File: config.mk
export PLATFORM = sky130hd
export DESIGN_NAME = fetch_stage
export DESIGN_NICKNAME = d
export VERILOG_FILES = /design/src/rtl/fetch_pkg.sv /design/src/rtl/fetch_stage_cla_16.sv /design/src/rtl/fetch_stage_if_id_reg.sv /design/src/rtl/fetch_stage.sv
export SDC_FILE = /design/constraint.sdc
export NUM_CORES = 1
export LEC_CHECK = 0
export CAP_MARGIN = 5
export CORE_UTILIZATION = 35
export CTS_BUF_LIST = sky130_fd_sc_hd__clkbuf_4
export DETAILED_ROUTE_END_ITERATION = 10
export MAX_ROUTING_LAYER = met4
export PLACE_DENSITY_LB_ADDON = 0.25
export SYNTH_ARGS = -nofsm -noshare
export SYNTH_HDL_FRONTEND = slang
export SYNTH_HIERARCHICAL = 1
export SYNTH_SLANG_ARGS = --single-unit
File: constraint.sdc
create_clock -name clk -period 2.9 [get_ports clk]
set_clock_uncertainty 0.15 [all_clocks]
set_input_delay 0.58 -clock clk [delete_from_list [all_inputs] [get_ports clk]]
set_output_delay 0.58 -clock clk [all_outputs]
set_load 0.1 [all_outputs]
File: src/rtl/fetch_pkg.sv
// Shared types and constants for the instruction-fetch stage.
package fetch_pkg;

   typedef enum logic [1:0] {
      FETCH    = 2'd0,
      WAIT_MEM = 2'd1,
      HALTED   = 2'd2
   } fetch_state_t;

   localparam logic [3:0]  OPC_HLT   = 4'hF;
   localparam logic [15:0] RESET_PC  = 16'h0000;
   localparam logic [15:0] NOP_INSTR = 16'h0000;

endpackage

File: src/rtl/fetch_stage_cla_16.sv
// 16-bit carry-lookahead adder: four 4-bit lookahead groups chained on
// their group generate/propagate terms.
module cla_16 (
   input  logic [15:0] a,
   input  logic [15:0] b,
   input  logic        ci,
   output logic [15:0] sum
);

   logic [15:0] p;
   logic [15:0] g;
   logic [15:0] c;
   logic        carry;

   assign p = a ^ b;
   assign g = a & b;

   // Per-group lookahead carries; carry ripples only between groups.
   always_comb begin
      c     = '0;
      carry = ci;
      for (int grp = 0; grp < 4; grp++) begin
         c[4*grp]   = carry;
         c[4*grp+1] = g[4*grp] | (p[4*grp] & carry);
         c[4*grp+2] = g[4*grp+1] | (p[4*grp+1] & g[4*grp])
                    | (p[4*grp+1] & p[4*grp] & carry);
         c[4*grp+3] = g[4*grp+2] | (p[4*grp+2] & g[4*grp+1])
                    | (p[4*grp+2] & p[4*grp+1] & g[4*grp])
                    | (p[4*grp+2] & p[4*grp+1] & p[4*grp] & carry);
         carry      = g[4*grp+3] | (p[4*grp+3] & g[4*grp+2])
                    | (p[4*grp+3] & p[4*grp+2] & g[4*grp+1])
                    | (p[4*grp+3] & p[4*grp+2] & p[4*grp+1] & g[4*grp])
                    | (p[4*grp+3] & p[4*grp+2] & p[4*grp+1] & p[4*grp] & carry);
      end
   end

   assign sum = p ^ c;

endmodule

File: src/rtl/fetch_stage_if_id_reg.sv
// IF/ID pipeline register. hold wins over load, load wins over bubble;
// with none asserted the register keeps its contents.
module if_id_reg
   import fetch_pkg::*;
(
   input  logic        clk,
   input  logic        rst_n,
   input  logic        hold,
   input  logic        load,
   input  logic        bubble,
   input  logic [15:0] instr_in,
   input  logic [15:0] pc2_in,
   output logic [15:0] instr,
   output logic [15:0] pc2,
   output logic        valid
);

   // Pipeline register update; a bubble also clears the stored pc+2.
   always_ff @(posedge clk or negedge rst_n) begin
      if (!rst_n) begin
         instr <= NOP_INSTR;
         pc2   <= 16'h0000;
         valid <= 1'b0;
      end else if (hold) begin
         instr <= instr;
         pc2   <= pc2;
         valid <= valid;
      end else if (load) begin
         instr <= instr_in;
         pc2   <= pc2_in;
         valid <= 1'b1;
      end else if (bubble) begin
         instr <= NOP_INSTR;
         pc2   <= 16'h0000;
         valid <= 1'b0;
      end
   end

endmodule

File: src/rtl/fetch_stage.sv
// Instruction-fetch stage: PC register, imem read request, IF/ID load.
// Optional macro FETCH_PERF_CNT_EN adds saturating fetch/bubble counters.
//
// state    | meaning
// ---------+------------------------------------------------------------
// FETCH    | issuing a read at pc, accepting when imem_ready
// WAIT_MEM | memory wait state, same address re-read, IF/ID gets bubbles
// HALTED   | HLT accepted; no reads, pc frozen until a flush
module fetch_stage
   import fetch_pkg::*;
(
   input  logic        clk,
   input  logic        rst_n,
   input  logic [15:0] next_pc,
   output logic [15:0] pc,
   output logic        pc_hold,
   output logic [15:0] imem_addr,
   output logic        imem_rd_en,
   input  logic [15:0] imem_data,
   input  logic        imem_ready,
   input  logic        stall,
   input  logic        flush,
   output logic [15:0] if_id_instr,
   output logic [15:0] if_id_pc2,
   output logic        if_id_valid,
   output logic        halted
`ifdef FETCH_PERF_CNT_EN
   ,
   output logic [15:0] fetch_cnt,
   output logic [15:0] bubble_cnt
`endif
);

   fetch_state_t state;
   fetch_state_t state_nxt;
   logic         accepting;
   logic         is_hlt;
   logic         ifid_hold;
   logic         ifid_load;
   logic         ifid_bubble;
   logic [15:0]  pc_plus2;

   assign is_hlt    = (imem_data[15:12] == OPC_HLT);
   assign imem_addr = pc;
   assign halted    = (state == HALTED);

   cla_16 u_pc_add (
      .a   (pc),
      .b   (16'h0002),
      .ci  (1'b0),
      .sum (pc_plus2)
   );

   // State register.
   always_ff @(posedge clk or negedge rst_n) begin
      if (!rst_n) state <= FETCH;
      else        state <= state_nxt;
   end

   // Next state and IF/ID control; flush beats stall beats memory wait.
   always_comb begin
      state_nxt   = state;
      accepting   = 1'b0;
      ifid_hold   = 1'b0;
      ifid_load   = 1'b0;
      ifid_bubble = 1'b0;
      imem_rd_en  = (state != HALTED);
      if (flush) begin
         state_nxt   = FETCH;
         ifid_bubble = 1'b1;
      end else if (stall) begin
         ifid_hold = 1'b1;
      end else begin
         case (state)
            FETCH, WAIT_MEM: begin
               if (imem_ready) begin
                  accepting = 1'b1;
                  ifid_load = 1'b1;
                  state_nxt = is_hlt ? HALTED : FETCH;
               end else begin
                  ifid_bubble = 1'b1;
                  state_nxt   = WAIT_MEM;
               end
            end
            HALTED: ifid_bubble = 1'b1;
            default: begin
               ifid_bubble = 1'b1;
               state_nxt   = FETCH;
            end
         endcase
      end
      pc_hold = !(flush | (accepting & !is_hlt));
   end

   // PC advances on a flush redirect or a non-HLT accept.
   always_ff @(posedge clk or negedge rst_n) begin
      if (!rst_n)        pc <= RESET_PC;
      else if (!pc_hold) pc <= next_pc;
   end

   if_id_reg u_if_id (
      .clk      (clk),
      .rst_n    (rst_n),
      .hold     (ifid_hold),
      .load     (ifid_load),
      .bubble   (ifid_bubble),
      .instr_in (imem_data),
      .pc2_in   (pc_plus2),
      .instr    (if_id_instr),
      .pc2      (if_id_pc2),
      .valid    (if_id_valid)
   );

`ifdef FETCH_PERF_CNT_EN
   // Saturating counters; stall-hold cycles are neither accepts nor bubbles.
   always_ff @(posedge clk or negedge rst_n) begin
      if (!rst_n) begin
         fetch_cnt  <= 16'h0000;
         bubble_cnt <= 16'h0000;
      end else begin
         if (accepting && fetch_cnt != 16'hFFFF)    fetch_cnt  <= fetch_cnt + 16'h0001;
         if (ifid_bubble && bubble_cnt != 16'hFFFF) bubble_cnt <= bubble_cnt + 16'h0001;
      end
   end
`endif

endmodule

==> results of run 1 <==
## registers in the layout (all words and copies together) (netlist names)
signal         flops
imem_addr         16
state              2
u_if_id/instr     16
u_if_id/pc2       16
u_if_id/valid      1
## cell usage in the layout (no fill, tap or decap), drive strengths merged, types with 4 or more instances in the layout
| cell | n |
|---|---|
| a21oi | 10 |
| conb | 22 |
| dfrtp | 51 |
| nand2 | 4 |
| nor2 | 4 |
| xnor2 | 6 |
| clkbuf | 5 |
| nand2b | 4 |
| xor2 | 5 |
| ha | 15 |
| a21o | 8 |
| a22o | 32 |
| buf | 77 |
| inv | 7 |
| nor2b | 5 |
| fa | 4 |
| mux2 | 16 |
| clkdlybuf4s50 | 35 |
## final cells by class
class | count | area (µm²)
tap | 102 | 128
clock buffer | 5 | 37.5
inverter | 7 | 26.3
timing repair buffer | 112 | 938
fill | 733 | 3860
clock inverter | 3 | 38.8
multi-input combinational | 166 | 1440
sequential | 51 | 1300
## metal layers
layer / vias to the layer above / part of all wire [%] / GRT usage (%)
li1: 1039 / - / -
met1: 1027 / 48 / 21.5
met2: 59 / 48 / 25.0
met3: 4 / 4.1 / 2.82
met4: 0 / 0.76 / 3.57
met5: - / 0 / -
## power groups by stage
stage | clock network, µW | registers [µW] | logic (µW)
after global routing | 456 | 842 | 1250
after global placement | 0 | 844 | 1190
after detailed placement | 0 | 845 | 1190
after floorplan | 0 | 1260 | 526
final | 403 | 831 | 1190
after CTS | 428 | 832 | 1200
## through the flow
stage / cell area (µm²) / total power, µW / util [%] / setup WS (ns)
floorplan: 2950 / 1790 / - / 0.00646
global placement: 3830 / 2030 / 49.3 / 0.144
detailed placement: 3830 / 2040 / 49.3 / 0.111
CTS: 3910 / 2460 / 50.3 / 0.0958
global route: 3910 / 2550 / 50.3 / 0.0187
finish: 3910 / 2430 / 50.3 / 0.110
## logic make-up (layout without fill, tap and decap cells)
| group | after synthesis | in the layout | share of synthesized area (%) |
|---|---|---|---|
| XOR/XNOR | 11 | 11 | 3.42 |
| buffers and inverters | 31 | 127 | 7.74 |
| AND/OR/NAND/NOR | 33 | 33 | 6.89 |
| other | 2 | 22 | 0.267 |
| adder cells (fa/ha/maj) | 19 | 19 | 9.52 |
| multiplexers | 16 | 16 | 7.60 |
| flip-flops | 51 | 51 | 45.4 |
| AO/OA/AOI/OAI | 65 | 65 | 19.2 |
## worst min-delay path by stage
stage | to | slack (ns) | cells past startpoint
after floorplan | imem_addr[0] | 0.13 | 0
after global placement | u_if_id/valid | 0.32 | 1
after detailed placement | u_if_id/instr[1] | 0.34 | 1
after CTS | imem_addr[5] | 0.16 | 2
after global routing | imem_addr[2] | 0.20 | 2
final | imem_addr[3] | 0.16 | 2
==> flow_metrics.tcl, run 1 <==
set metrics [dict create \
    avgViaCountPerCell 4.77 \
    drt_iter0_markers 42 \
    rr_startpoint "imem_addr[2]" \
    start_util_pct 36.2 \
    place_congestion 0.754 \
    holdBufCountCts 0 \
    p_clk_share_pct 16.6 \
    grt_pass1_vias 2010 \
    yosysMostFrequentCell "dfrtp_1" \
    crit_family "compound AO/OA/AOI/OAI gates" \
    hold_slack_ns 0.156 \
    r2r_slack_ns 0.11 \
    cp.arrival_ns 2.91 \
    path_max_fanout 4 \
    ctsResizeCount 0 \
    period_share_pct 96.2 \
    htreeDepth 2 \
    p_switching_uw 1140 \
    grt_pass1_wl_um 10200 \
    crit_start "imem_addr[2]" \
    antenna_cells 0 \
    synthTopCellsByArea "dfrtp_1, a22o_1, ha_1" \
    p_per_area_nw_per_um2 621 \
    clock-sinks 51 \
    synth_commonest_cells "dfrtp_1, a22o_1, buf_4" \
    slowest_stage "dfrtp_4" \
    p_seq_share_pct 34.2 \
    clk_path_buf_depth 2 \
    io_buffers 104 \
    period_minus_slack_ns 2.79 \
    synth_ff_type "dfrtp_1" \
    ant_nets 0 \
    final-hold-violation-count 0 \
    synth_top_area_share_pct 45.4 \
    synth_edf_count 0 \
    hold_class "input port to async pin" \
    peakVddDrop_uv 318 \
    coreArea_um2 7770 \
    hpwlAfterDp_um 4740 \
    wire_per_inst_um 14.1 \
    worst_pin_slew_ns 0.660 \
    syn-instance-count 228 \
    maxSlewHeadroom_pct 56.0 \
    endpoint_kind "flop" \
    max_freq_ghz 0.358 \
    path_class "flop to flop" \
    num_rows 32 \
    nets 399 \
    grt_max_degree 52 \
    worst_r2r_path_depth 9 \
    synth_area_per_cell_um2 12.3 \
    pin_count 105 \
    clock_tree.root_cell "clkbuf_4" \
    layoutNonFillerInstCount 446 \
    fin_tns_setup_ns 0 \
    crit_required_ns 3.02 \
    r2r_end "u_if_id/pc2[13]" \
    slew_violations 0 \
    ys_async_sr_fraction_pct 100 \
    area_growth_pct 38.9 \
    vias 2129 \
    cap_violations 0 \
    drive_gt1_share_pct 35.8 \
    die_w_um 91.7 \
    switching_share_pct 46.8 \
    slowest_delay_ns 0.52 \
    path_buf_inv 0 \
    placed_cells 438 \
    worstPathCellList "ha_1 > a21oi_1 > o22a_1 > a21oi_2 > a221o_1 > a21o_1 > fa_2 > xor2_1 > a22o_1" \
    ys_ff_latch 51 \
    path_depth 9 \
    grt_use_total_pct 15.9 \
    drc 0 \
    die-area_um2 8400 \
    insertion_delay_ns 0.36 \
    yosys_warnings 6 \
    synth_cell_types 41 \
    power_frac_comb_pct 49.2 \
    grt_overflow_total 0 \
    rsz0062_at_grt "false" \
    first_pass_iters 4 \
    leakage_uw 0.00190 \
    cts_tree "yes" \
    clkTransAtPathRegs_ns 0.15 \
    syn_area_um2 2810 \
    synth-seq-area-share_pct 45.4 \
    drt_wl_total_um 6300 \
    synth_area_leader_cell "dfrtp_1" \
    status "finished, final reports clean" \
    antenna_found_initial 0 \
    endpoint "u_if_id/pc2[13]" \
    fp.dieH_um 91.7 \
    startpoint_type "flop" \
    setup_viol 0 \
    numCtsBuffers 5 \
    p_int_uw 1290 \
    post-cts-setup-buffers 0 \
]
No activity file was read; power rests on OpenSTA's default activity.
==> run 2: changes to the inputs <==
- CTS_CLUSTER_SIZE: not set -> 30
==> results of run 2 <==
Same layout as run 1: the final DEF is identical, and so are final timing and power.
==> run 3: changes to the inputs <==
- CORE_ASPECT_RATIO: not set -> 1.75
- SLEW_MARGIN: not set -> 15
==> flow_metrics.tcl, run 3 (synthesis results as in run 1) <==
set metrics [dict create \
    num_rows 42 \
    drc 0 \
    avgViaCountPerCell 4.96 \
    status "finished, final reports clean" \
    clkTransAtPathRegs_ns 0.18 \
    fillerInstances 718 \
    slew_violations 0 \
    antenna_found_initial 1 \
    leakage_uw 0.00190 \
    clk_path_buf_depth 2 \
    pin_count 105 \
    place_congestion 0.786 \
    p_switching_uw 1180 \
    p_clk_share_pct 15.5 \
    die-area_um2 8420 \
    wire_per_inst_um 14.8 \
    cts_tree "yes" \
    clock_tree.root_cell "clkbuf_4" \
    hold_slack_ns 0.110 \
    startpoint_type "flop" \
    start_util_pct 36.7 \
    regArea_um2 1300 \
    endpoint_kind "flop" \
    io_buffers 104 \
    clock-sinks 51 \
    multi_input_area_um2 1440 \
    fp.dieH_um 121 \
    final_core_util_pct 50.7 \
    drt_wl_total_um 6410 \
    cp.arrival_ns 2.94 \
    dp_slack_ns 0.121 \
    path_class "flop to flop" \
    first_pass_iters 4 \
    grt_use_total_pct 16.5 \
    die_w_um 69.8 \
    final-hold-violation-count 0 \
    grt_pass1_vias 2125 \
    path_max_fanout 4 \
    insertion_delay_ns 0.39 \
    p_int_uw 1220 \
    period_minus_slack_ns 2.78 \
    power_frac_comb_pct 49.9 \
    hold_class "input port to async pin" \
    p_per_area_nw_per_um2 617 \
    drt_iter0_markers 44 \
    crit_required_ns 3.06 \
    vias 2152 \
    numCtsBuffers 5 \
    peakVddDrop_uv 363 \
    hpwlAfterDp_um 4700 \
    area_growth_pct 38.2 \
    final_common_cell "buf_4" \
    ant_nets 0 \
    maxSlewHeadroom_pct 53.9 \
    grt_overflow_total 0 \
    htreeDepth 2 \
    period_share_pct 95.9 \
    fin_ws_ns 0.119 \
    ctsResizeCount 0 \
    switching_share_pct 49.1 \
    grt_max_degree 52 \
    nets 400 \
    drive_gt1_share_pct 36.2 \
    grt_pass1_wl_um 10600 \
    r2r_slack_ns 0.12 \
    setup_viol 0 \
    cap_violations 0 \
    coreArea_um2 7670 \
    layout_common_cells "buf_4, dfrtp_1, clkdlybuf4s50_1, a22o_1, conb_1" \
    power.total_uw 2400 \
    worst_pin_slew_ns 0.690 \
    p_seq_share_pct 34.6 \
    max_freq_ghz 0.360 \
]
==> run 3: changes by cell type in the layout (fill, tap and decap cells not counted) <==
cell / previous run / this run
buf_4: 75 / 76
bufinv_16: 1 / 0
clkinv_1: 1 / 0
clkinv_2: 1 / 0
clkinvlp_4: 0 / 1
diode_2: 0 / 1
inv_6: 0 / 1
inv_8: 0 / 1
==> run 3: final cells by class <==
| cell class | count | area share, % |
|---|---|---|
| well taps | 88 | 2.83 |
| flip-flops and latches | 51 | 33.4 |
| clock inverters | 3 | 0.708 |
| diodes | 1 | 0.0644 |
| multi-input cells | 166 | 37.0 |
| repair buffers | 113 | 24.3 |
| inverters | 7 | 0.676 |
| clock buffers | 5 | 0.965 |
==> run 3: layer usage <==
| layer | part of all wire (%) | vias up | track usage, % |
|---|---|---|---|
| met5 | 0 | - | - |
| met4 | 2.6 | 0 | 7.38 |
| met3 | 4.7 | 11 | 2.92 |
| met2 | 51 | 64 | 28.0 |
| met1 | 41 | 1038 | 18.9 |
| li1 | - | 1039 | - |
==> run 3: final timing paths <==
path	from	endpoint	cells after the start
setup / recovery	imem_addr[5]	u_if_id/pc2[13]	9
hold / removal	rst_n	u_if_id/instr[8]	2
setup reg to reg	imem_addr[5]	u_if_id/pc2[13]	9
hold reg to reg	u_if_id/valid	u_if_id/valid	1
max in group asynchronous	rst_n	imem_addr[5]	2
min in group clk	u_if_id/valid	u_if_id/valid	1
==> run 3: critical path, cell delays in order, from the launching register on <==
cell and delay, ns:
dfrtp_4 0.54, ha_4 0.24, and3_1 0.19, a211oi_2 0.25
a21oi_2 0.09, a221o_1 0.33, a21o_1 0.21, fa_2 0.33
xor2_1 0.16, a22o_1 0.20
==> run 3: through the flow <==
| step | cell area, µm² | instances | setup TNS, ns |
|---|---|---|---|
| after global placement | 3810 | 424 | 0 |
| after global routing | 3890 | 434 | -0.00556 |
| after detailed placement | 3810 | 424 | 0 |
| final | 3890 | 434 | 0 |
| after CTS | 3880 | 432 | 0 |
| after floorplan | 2950 | 248 | 0 |
==> run 3: timing repair <==
action                     CTS  global route
buffers inserted             0             1
setup endpoints to repair    0             1
hold buffers                 0             0
hold endpoints to repair     0             0
==> run 3: power groups by stage <==
stage	clock (µW)	combinational [µW]	sequential, µW
after floorplan	0	526	1260
after global placement	0	1190	843
after detailed placement	0	1190	845
after CTS	397	1190	832
after global routing	420	1250	841
final	372	1200	830
